$ cat src/rtl/minilogix2_pkg.sv
// minilogix2_pkg: shared widths, config field offsets and FSM state type
// for the minilogix2 LUT fabric.
package minilogix2_pkg;

  typedef enum logic [1:0] {IDLE, SHIFT, COMMIT} state_t;

  function automatic int unsigned clog2(input int unsigned v);
    int unsigned r;
    r = 0;
    while ((32'd1 << r) < v) r++;
    return r;
  endfunction

  // Source-select width: primary inputs plus cell q values.
  function automatic int unsigned sel_width(input int unsigned nin, input int unsigned ncell);
    return clog2(nin + ncell);
  endfunction

  function automatic int unsigned osel_width(input int unsigned ncell);
    return clog2(ncell);
  endfunction

  // Bits per cell: K selects, 2^K truth table, ff_en.
  function automatic int unsigned cell_bits(input int unsigned k, input int unsigned selw);
    return k * selw + (32'd1 << k) + 1;
  endfunction

  function automatic int unsigned cfg_bits(input int unsigned ncell, input int unsigned cb,
                                           input int unsigned nout, input int unsigned osw);
    return ncell * cb + nout * osw;
  endfunction

  // Offsets within one cell slice.
  function automatic int unsigned sel_lo(input int unsigned k, input int unsigned selw);
    return k * selw;
  endfunction

  function automatic int unsigned tt_lo(input int unsigned k, input int unsigned selw);
    return k * selw;
  endfunction

  function automatic int unsigned ffen_bit(input int unsigned cb);
    return cb - 1;
  endfunction

  // Offset of output j select within the whole config word.
  function automatic int unsigned osel_lo(input int unsigned j, input int unsigned ncell,
                                          input int unsigned cb, input int unsigned osw);
    return ncell * cb + j * osw;
  endfunction

endpackage

$ cat src/rtl/minilogix2_cell.sv
// minilogix2_cell: one K-input LUT with optional output flop. Decodes its
// own config slice and hands the source selects back to the fabric router.
module minilogix2_cell
  import minilogix2_pkg::*;
#(
  parameter int unsigned K    = 3,
  parameter int unsigned SELW = 5
) (
  input  logic                            clk,
  input  logic                            rst,
  input  logic [K-1:0]                    src,
  input  logic [cell_bits(K, SELW)-1:0]   cfg,
  output logic [K*SELW-1:0]               sel,
  output logic                            q,
  output logic                            out
);

  localparam int unsigned CB = cell_bits(K, SELW);

  logic [(1<<K)-1:0] truth;
  logic              ff_en;
  logic              comb;

  assign sel   = cfg[sel_lo(0, SELW) +: K*SELW];
  assign truth = cfg[tt_lo(K, SELW) +: (1<<K)];
  assign ff_en = cfg[ffen_bit(CB)];
  assign comb  = truth[src];

  // Cell flop samples the LUT result every cycle regardless of ff_en.
  always_ff @(posedge clk) begin
    if (rst) q <= 1'b0;
    else     q <= comb;
  end

  // Registered or combinational cell output.
  always_comb begin
    out = ff_en ? q : comb;
  end

endmodule

$ cat src/rtl/minilogix2.sv
// minilogix2: LUT fabric top with serial double-buffered configuration.
// Optional readback of the active config on o_load_dat: MINILOGIX2_READBACK_EN.
module minilogix2
  import minilogix2_pkg::*;
#(
  parameter int unsigned NIN   = 8,
  parameter int unsigned NOUT  = 8,
  parameter int unsigned NCELL = 16,
  parameter int unsigned K     = 3
) (
  input  logic            clk,
  input  logic            rst,
  input  logic [NIN-1:0]  i_input,
  output logic [NOUT-1:0] o_output,
  input  logic            i_load_en,
  input  logic            i_load_clk,
  input  logic            i_load_dat,
  output logic            o_load_dat,
  output logic            o_cfg_valid,
  output logic            o_cfg_err
);

  localparam int unsigned SELW     = sel_width(NIN, NCELL);
  localparam int unsigned OSW      = osel_width(NCELL);
  localparam int unsigned CB       = cell_bits(K, SELW);
  localparam int unsigned CFG_BITS = cfg_bits(NCELL, CB, NOUT, OSW);
  localparam int unsigned CNTW     = clog2(CFG_BITS + 2);
  localparam int unsigned NSRC     = NIN + NCELL;
  localparam int unsigned SPOOL    = 1 << SELW;
  localparam int unsigned OPOOL    = 1 << OSW;

  logic [1:0]          en_sync, clk_sync, dat_sync;
  logic                en_d, clk_d;
  logic                en_s, en_rise, clk_rise, dat_s;
  state_t              state, state_nxt;
  logic                start, shift, do_commit, bad_len;
  logic [CNTW-1:0]     cnt;
  logic [CFG_BITS-1:0] shadow, active;
  logic [NCELL-1:0]    cell_q, cell_out;
  logic [SPOOL-1:0]    src_pool;
  logic [OPOOL-1:0]    out_pool;

  // Two-flop synchronisers plus one history flop for edge detection.
  always_ff @(posedge clk) begin
    if (rst) begin
      en_sync  <= '0;
      clk_sync <= '0;
      dat_sync <= '0;
      en_d     <= 1'b0;
      clk_d    <= 1'b0;
    end else begin
      en_sync  <= {en_sync[0], i_load_en};
      clk_sync <= {clk_sync[0], i_load_clk};
      dat_sync <= {dat_sync[0], i_load_dat};
      en_d     <= en_sync[1];
      clk_d    <= clk_sync[1];
    end
  end

  assign en_s     = en_sync[1];
  assign dat_s    = dat_sync[1];
  assign en_rise  = en_s & ~en_d;
  assign clk_rise = clk_sync[1] & ~clk_d;

  // Load FSM state register.
  always_ff @(posedge clk) begin
    if (rst) state <= IDLE;
    else     state <= state_nxt;
  end

  // Load FSM next state.
  always_comb begin
    state_nxt = state;
    unique case (state)
      IDLE:    if (en_rise) state_nxt = SHIFT;
      SHIFT:   if (!en_s)   state_nxt = COMMIT;
      COMMIT:  state_nxt = IDLE;
      default: state_nxt = IDLE;
    endcase
  end

  // Load FSM control outputs; a load_clk edge coinciding with the en fall is dropped.
  always_comb begin
    start     = 1'b0;
    shift     = 1'b0;
    do_commit = 1'b0;
    bad_len   = 1'b0;
    unique case (state)
      IDLE:    start = en_rise;
      SHIFT:   shift = en_s & clk_rise;
      COMMIT: begin
        do_commit = (cnt == CNTW'(CFG_BITS));
        bad_len   = (cnt != CNTW'(CFG_BITS));
      end
      default: ;
    endcase
  end

  // Shadow shift register, bit counter, atomic commit and status flags.
  always_ff @(posedge clk) begin
    if (rst) begin
      shadow      <= '0;
      active      <= '0;
      cnt         <= '0;
      o_cfg_valid <= 1'b0;
      o_cfg_err   <= 1'b0;
    end else begin
      if (start) begin
        cnt       <= '0;
        o_cfg_err <= 1'b0;
`ifdef MINILOGIX2_READBACK_EN
        shadow    <= active;
`else
        shadow    <= '0;
`endif
      end
      if (shift) begin
        shadow <= {shadow[CFG_BITS-2:0], dat_s};
        if (cnt != CNTW'(CFG_BITS + 1)) cnt <= cnt + 1'b1;
      end
      if (do_commit) begin
        active      <= shadow;
        o_cfg_valid <= 1'b1;
      end
      if (bad_len) o_cfg_err <= 1'b1;
    end
  end

`ifdef MINILOGIX2_READBACK_EN
  assign o_load_dat = shadow[CFG_BITS-1];
`else
  assign o_load_dat = 1'b0;
`endif

  // Source pool padded to the full select range; out-of-range selects read i_input[0].
  always_comb begin
    src_pool           = {SPOOL{i_input[0]}};
    src_pool[NSRC-1:0] = {cell_q, i_input};
  end

  for (genvar c = 0; c < NCELL; c++) begin : g_cell
    logic [K*SELW-1:0] sel;
    logic [K-1:0]      src;
    for (genvar k = 0; k < K; k++) begin : g_src
      assign src[k] = src_pool[sel[k*SELW +: SELW]];
    end
    minilogix2_cell #(
      .K    (K),
      .SELW (SELW)
    ) u_cell (
      .clk (clk),
      .rst (rst),
      .src (src),
      .cfg (active[c*CB +: CB]),
      .sel (sel),
      .q   (cell_q[c]),
      .out (cell_out[c])
    );
  end

  assign out_pool = OPOOL'(cell_out);

  for (genvar j = 0; j < NOUT; j++) begin : g_out
    assign o_output[j] = out_pool[active[osel_lo(j, NCELL, CB, OSW) +: OSW]];
  end

endmodule

$ cat config.mk
export PLATFORM = sky130hd
export DESIGN_NAME = minilogix2
export DESIGN_NICKNAME = d
export VERILOG_FILES = /design/src/rtl/minilogix2_pkg.sv /design/src/rtl/minilogix2_cell.sv /design/src/rtl/minilogix2.sv
export SDC_FILE = /design/constraint.sdc
export NUM_CORES = 2
export LEC_CHECK = 0
export ABC_AREA = 1
export CAP_MARGIN = 30
export CORE_UTILIZATION = 45
export DETAILED_ROUTE_END_ITERATION = 12
export GPL_TIMING_DRIVEN = 1
export PLACE_DENSITY = 0.7
export SYNTH_ARGS = -nofsm -noshare
export SYNTH_HDL_FRONTEND = slang
export SYNTH_SLANG_ARGS = --single-unit
export TNS_END_PERCENT = 1
$ cat constraint.sdc
create_clock -name clk -period 2.3 [get_ports clk]
set_input_delay 0.46 -clock clk [delete_from_list [all_inputs] [get_ports clk]]
set_output_delay 0.46 -clock clk [all_outputs]
set_load 0.01 [all_outputs]
==> run_results.csv <==
group,metric,value,unit
setup_path,worstSetupStartpointType,"register",
finish,fin_util,58.76,%
sta,setup_ws,-1468,ps
synth,synth_enable_flop_cells,0,
die,rows,117,
setup_path,reg2reg_to,"g_cell[12].u_cell.q",
sta,worst_pin_slew,700.2,ps
setup_path,r2r_cells,29,
cts,clk_latency,720,ps
drt,ant_nets,0,
setup_path,required,1840,ps
sta,hold_viol_final,0,
die,initial_core_util,45.43,%
die,core,0.1017,mm2
outcome,status,"complete, but fails checks",
global_routing,grt_pass1_wl,273.9,mm
die,io_pins,24,
sta,period_minus_slack,3768,ps
cts,path_clk_slew,60,ps
synth,syn_nets,7093,
sta,slew_headroom,53.32,%
synth,ys_seq_area_share,37.64,%
setup_path,timing.rr.start,"g_cell[14].u_cell.q",
drt,drt_iter0_markers,6296,
power_and_ir_drop,p_leak,0.02344,uW
setup_path,path_class,"reg -> out",
global_routing,grt.overflow.total,0,
worst_hold_path,min-delay-path-class,"in -> reg",
sta,fin_crit_sh,163.8,%
synth,post_synth.cell_area_avg,6.531,um2
placement,placed_cell_area,0.05419,mm2
worst_hold_path,hold_path.startpoint,"rst",
finish,drive_gt1_share,19.76,%
drt,drt_wl_total,181.4,mm
placement,dp_hpwl,119.5,mm
drt,drc,0,
power_and_ir_drop,irDropWorstVdd,0.0006197,V
finish,fin_area,0.05979,mm2
finish,nets,7618,
setup_path,critPathCaptureType,"output pin",
cts,cts_sinks,869,
synth,synth_top_flop_cell,"dfxtp_1",
setup_path,worstPathArrival,3310,ps
finish,syn2layout_area_growth,29.34,%
finish,register_area,0.01744,mm2
sta,fmax,265.4,MHz
die,dieArea,0.1040,mm2
cts,cts_buffers,97,
drt,first_pass_iters,7,
placement,dp_slack,-1735,ps
global_routing,grt_max_degree,130,
cts,htree_num_levels,3,
outcome,violations,"negative setup slack",
setup_path,crit_fanout,8,
placement,gp_routability_congestion,0.9649,
cts,clockRootBuffer,"clkbuf_16",
synth,syn_area,0.04622,mm2
flow_run,maxCapViolations,0,
finish,multi_input_area,0.02545,mm2
finish,nFillCells,9460,
synth,synthArstFlopShare,0,%
synth,yosys_register_bits,869,
synth,yosysWarnings,0,
global_routing,grt.total_usage,33.38,%
sta,finalSetupTns,-13010,ps
drt,vias_per_cell,5.829,
worst_hold_path,hold_end,"shadow[358]",
sta,clock_skew,26.83,ps
die,die-width,322.5,um
worst_hold_path,hold_path_depth,2,
cts,cts_buffer_depth,3,
global_routing,grt_pass1_vias,47602,
drt,vias,52758,
drt,wl_per_cell,20.04,um
setup_path,reg2reg_slack,-1380,ps
synth,syn_inst,7077,
cts,cts_tree,"yes",
sta,setup_viol,9,
die,die_y,322.5,um
global_routing,antenna_found_initial,6,
placement,io_buffers,22,
sta,rsz0062_at_grt,"yes",
sta,final_max_slew_viol_count,0,
power_and_ir_drop,powerDensity,599.9,mW/mm2
synth,yosysUniqueCellTypes,36,
[timing repair]
action	in CTS	in global routing
resized for setup	224	157
buffers inserted	56	8
hold buffers	0	0
pin swaps	105	81
endpoints found under the setup margin	10	88
cloned	2	4
[Yosys cell counts (2+ instances only)]
cell	count	share of area [%]
nand3_1	1444	16
nor4_1	3	0.041
inv_2	24	0.19
dfxtp_1	869	38
inv_1	437	3.5
nor2_1	169	1.4
buf_1	24	0.19
nand3b_1	6	0.097
nand2_2	19	0.26
nand3_4	8	0.30
clkbuf_2	11	0.12
buf_4	45	0.73
o211ai_1	50	0.81
nor3_1	6	0.065
nand2_1	1458	12
a21oi_1	1137	12
a2111oi_0	2	0.038
clkbuf_1	316	2.6
o21ai_1	48	0.52
clkinv_1	13	0.11
o21ai_2	2	0.038
nand3_2	36	0.78
inv_4	3	0.041
ha_1	3	0.081
buf_2	168	1.8
o21ai_0	743	8.0
nand3b_4	4	0.17
buf_6	21	0.51
[sequential cells by signal, summed over array words and instances, names as in the netlist]
register / count
active: 416
shadow: 416
g_cell.u_cell.q: 16
cnt: 9
clk_sync: 2
dat_sync: 2
en_sync: 2
state: 2
clk_d: 1
en_d: 1
o_cfg_err: 1
o_cfg_valid: 1
[area by class of cell]
type | instances | share of cell area [%]
clock inverters | 40 | 1.048
repair buffers | 1011 | 16.41
inverters | 477 | 3.171
clock buffers | 139 | 4.761
multi-input cells | 5146 | 42.57
well taps | 1368 | 2.863
diodes | 1 | 0.004186
flip-flops and latches | 869 | 29.17
[stage by stage]
stage	hold slack [ps]	power, uW	std cells
after floorplan	388.3	17150	7077
after global placement	389.3	18770	8801
after detailed placement	394.9	18790	8801
after CTS	33.52	35810	9038
after global routing	66.52	36770	9050
final	70.15	35870	9051
[cell families (layout without fill, tap and decap cells)]
logic type	after synthesis	after routing	synth area share (%)
flip-flops	869	869	37.64
AO/OA/AOI/OAI	1987	1987	21.84
other	1	2	0.008113
adder cells (fa/ha/maj)	3	3	0.08121
buffers and inverters	1062	1667	9.831
AND/OR/NAND/NOR	3155	3155	30.60
[metal layers]
metal / wire length, um / track usage [%] / vias to the layer above / share of wire (%)
li1: - / - / 25040 / -
met1: 74830 / 44.72 / 24683 / 41
met2: 79150 / 51.75 / 2475 / 44
met3: 17590 / 5.331 / 550 / 9.7
met4: 9732 / 16.95 / 10 / 5.4
met5: 70 / 0 / - / 0.039
[report_power, final]
group,internal (uW),switching (uW)
Combinational,1400,2450
Sequential,15100,43.9
Clock,10000,6880
[how the worst max path moves through the flow]
stage / endpoint / cells after the start / from
after floorplan: o_output[0] / 19 / i_input[5]
after global placement: o_output[4] / 22 / i_input[2]
after detailed placement: o_output[4] / 21 / i_input[1]
after CTS: o_output[1] / 19 / g_cell[14].u_cell.q
after global routing: o_output[0] / 22 / g_cell[14].u_cell.q
final: o_output[4] / 23 / g_cell[14].u_cell.q
[layout by cell type (no fill, tap or decap), types with 7 or more instances in the layout]
| master | instances |
|---|---|
| inv_8 | 7 |
| dfxtp_4 | 9 |
| nand3_4 | 21 |
| buf_12 | 154 |
| clkdlybuf4s50_1 | 10 |
| clkbuf_16 | 102 |
| nand2_1 | 1404 |
| bufinv_16 | 12 |
| inv_2 | 16 |
| buf_4 | 801 |
| inv_1 | 431 |
| o21ai_1 | 65 |
| a21oi_1 | 1135 |
| clkinv_2 | 12 |
| dfxtp_1 | 852 |
| dfxtp_2 | 8 |
| o21ai_2 | 16 |
| nand2_2 | 66 |
| buf_6 | 31 |
| nand3_1 | 1281 |
| o21ai_0 | 711 |
| nand3_2 | 186 |
| o211ai_1 | 50 |
| nor2_1 | 169 |
| clkinv_1 | 12 |
| clkbuf_1 | 17 |
| nand2_4 | 7 |
| clkbuf_8 | 24 |
[worst max-delay path, cell delays in order (launching register included)]
cell	delay, ps
dfxtp_4	390
buf_6	130
inv_8	50
buf_12	140
buf_12	130
buf_12	120
nand2_4	60
nand3_2	60
nand3_2	70
nand3_1	70
nand2_1	100
nand2_2	100
nand2_2	110
nand2_2	70
nand3_2	100
nand3b_4	90
nand3_4	90
buf_12	190
nand3_2	80
nand3_2	90
nand3_2	60
nand3_2	60
nand2_2	80
buf_6	130
(Power assumes the default switching activity.)
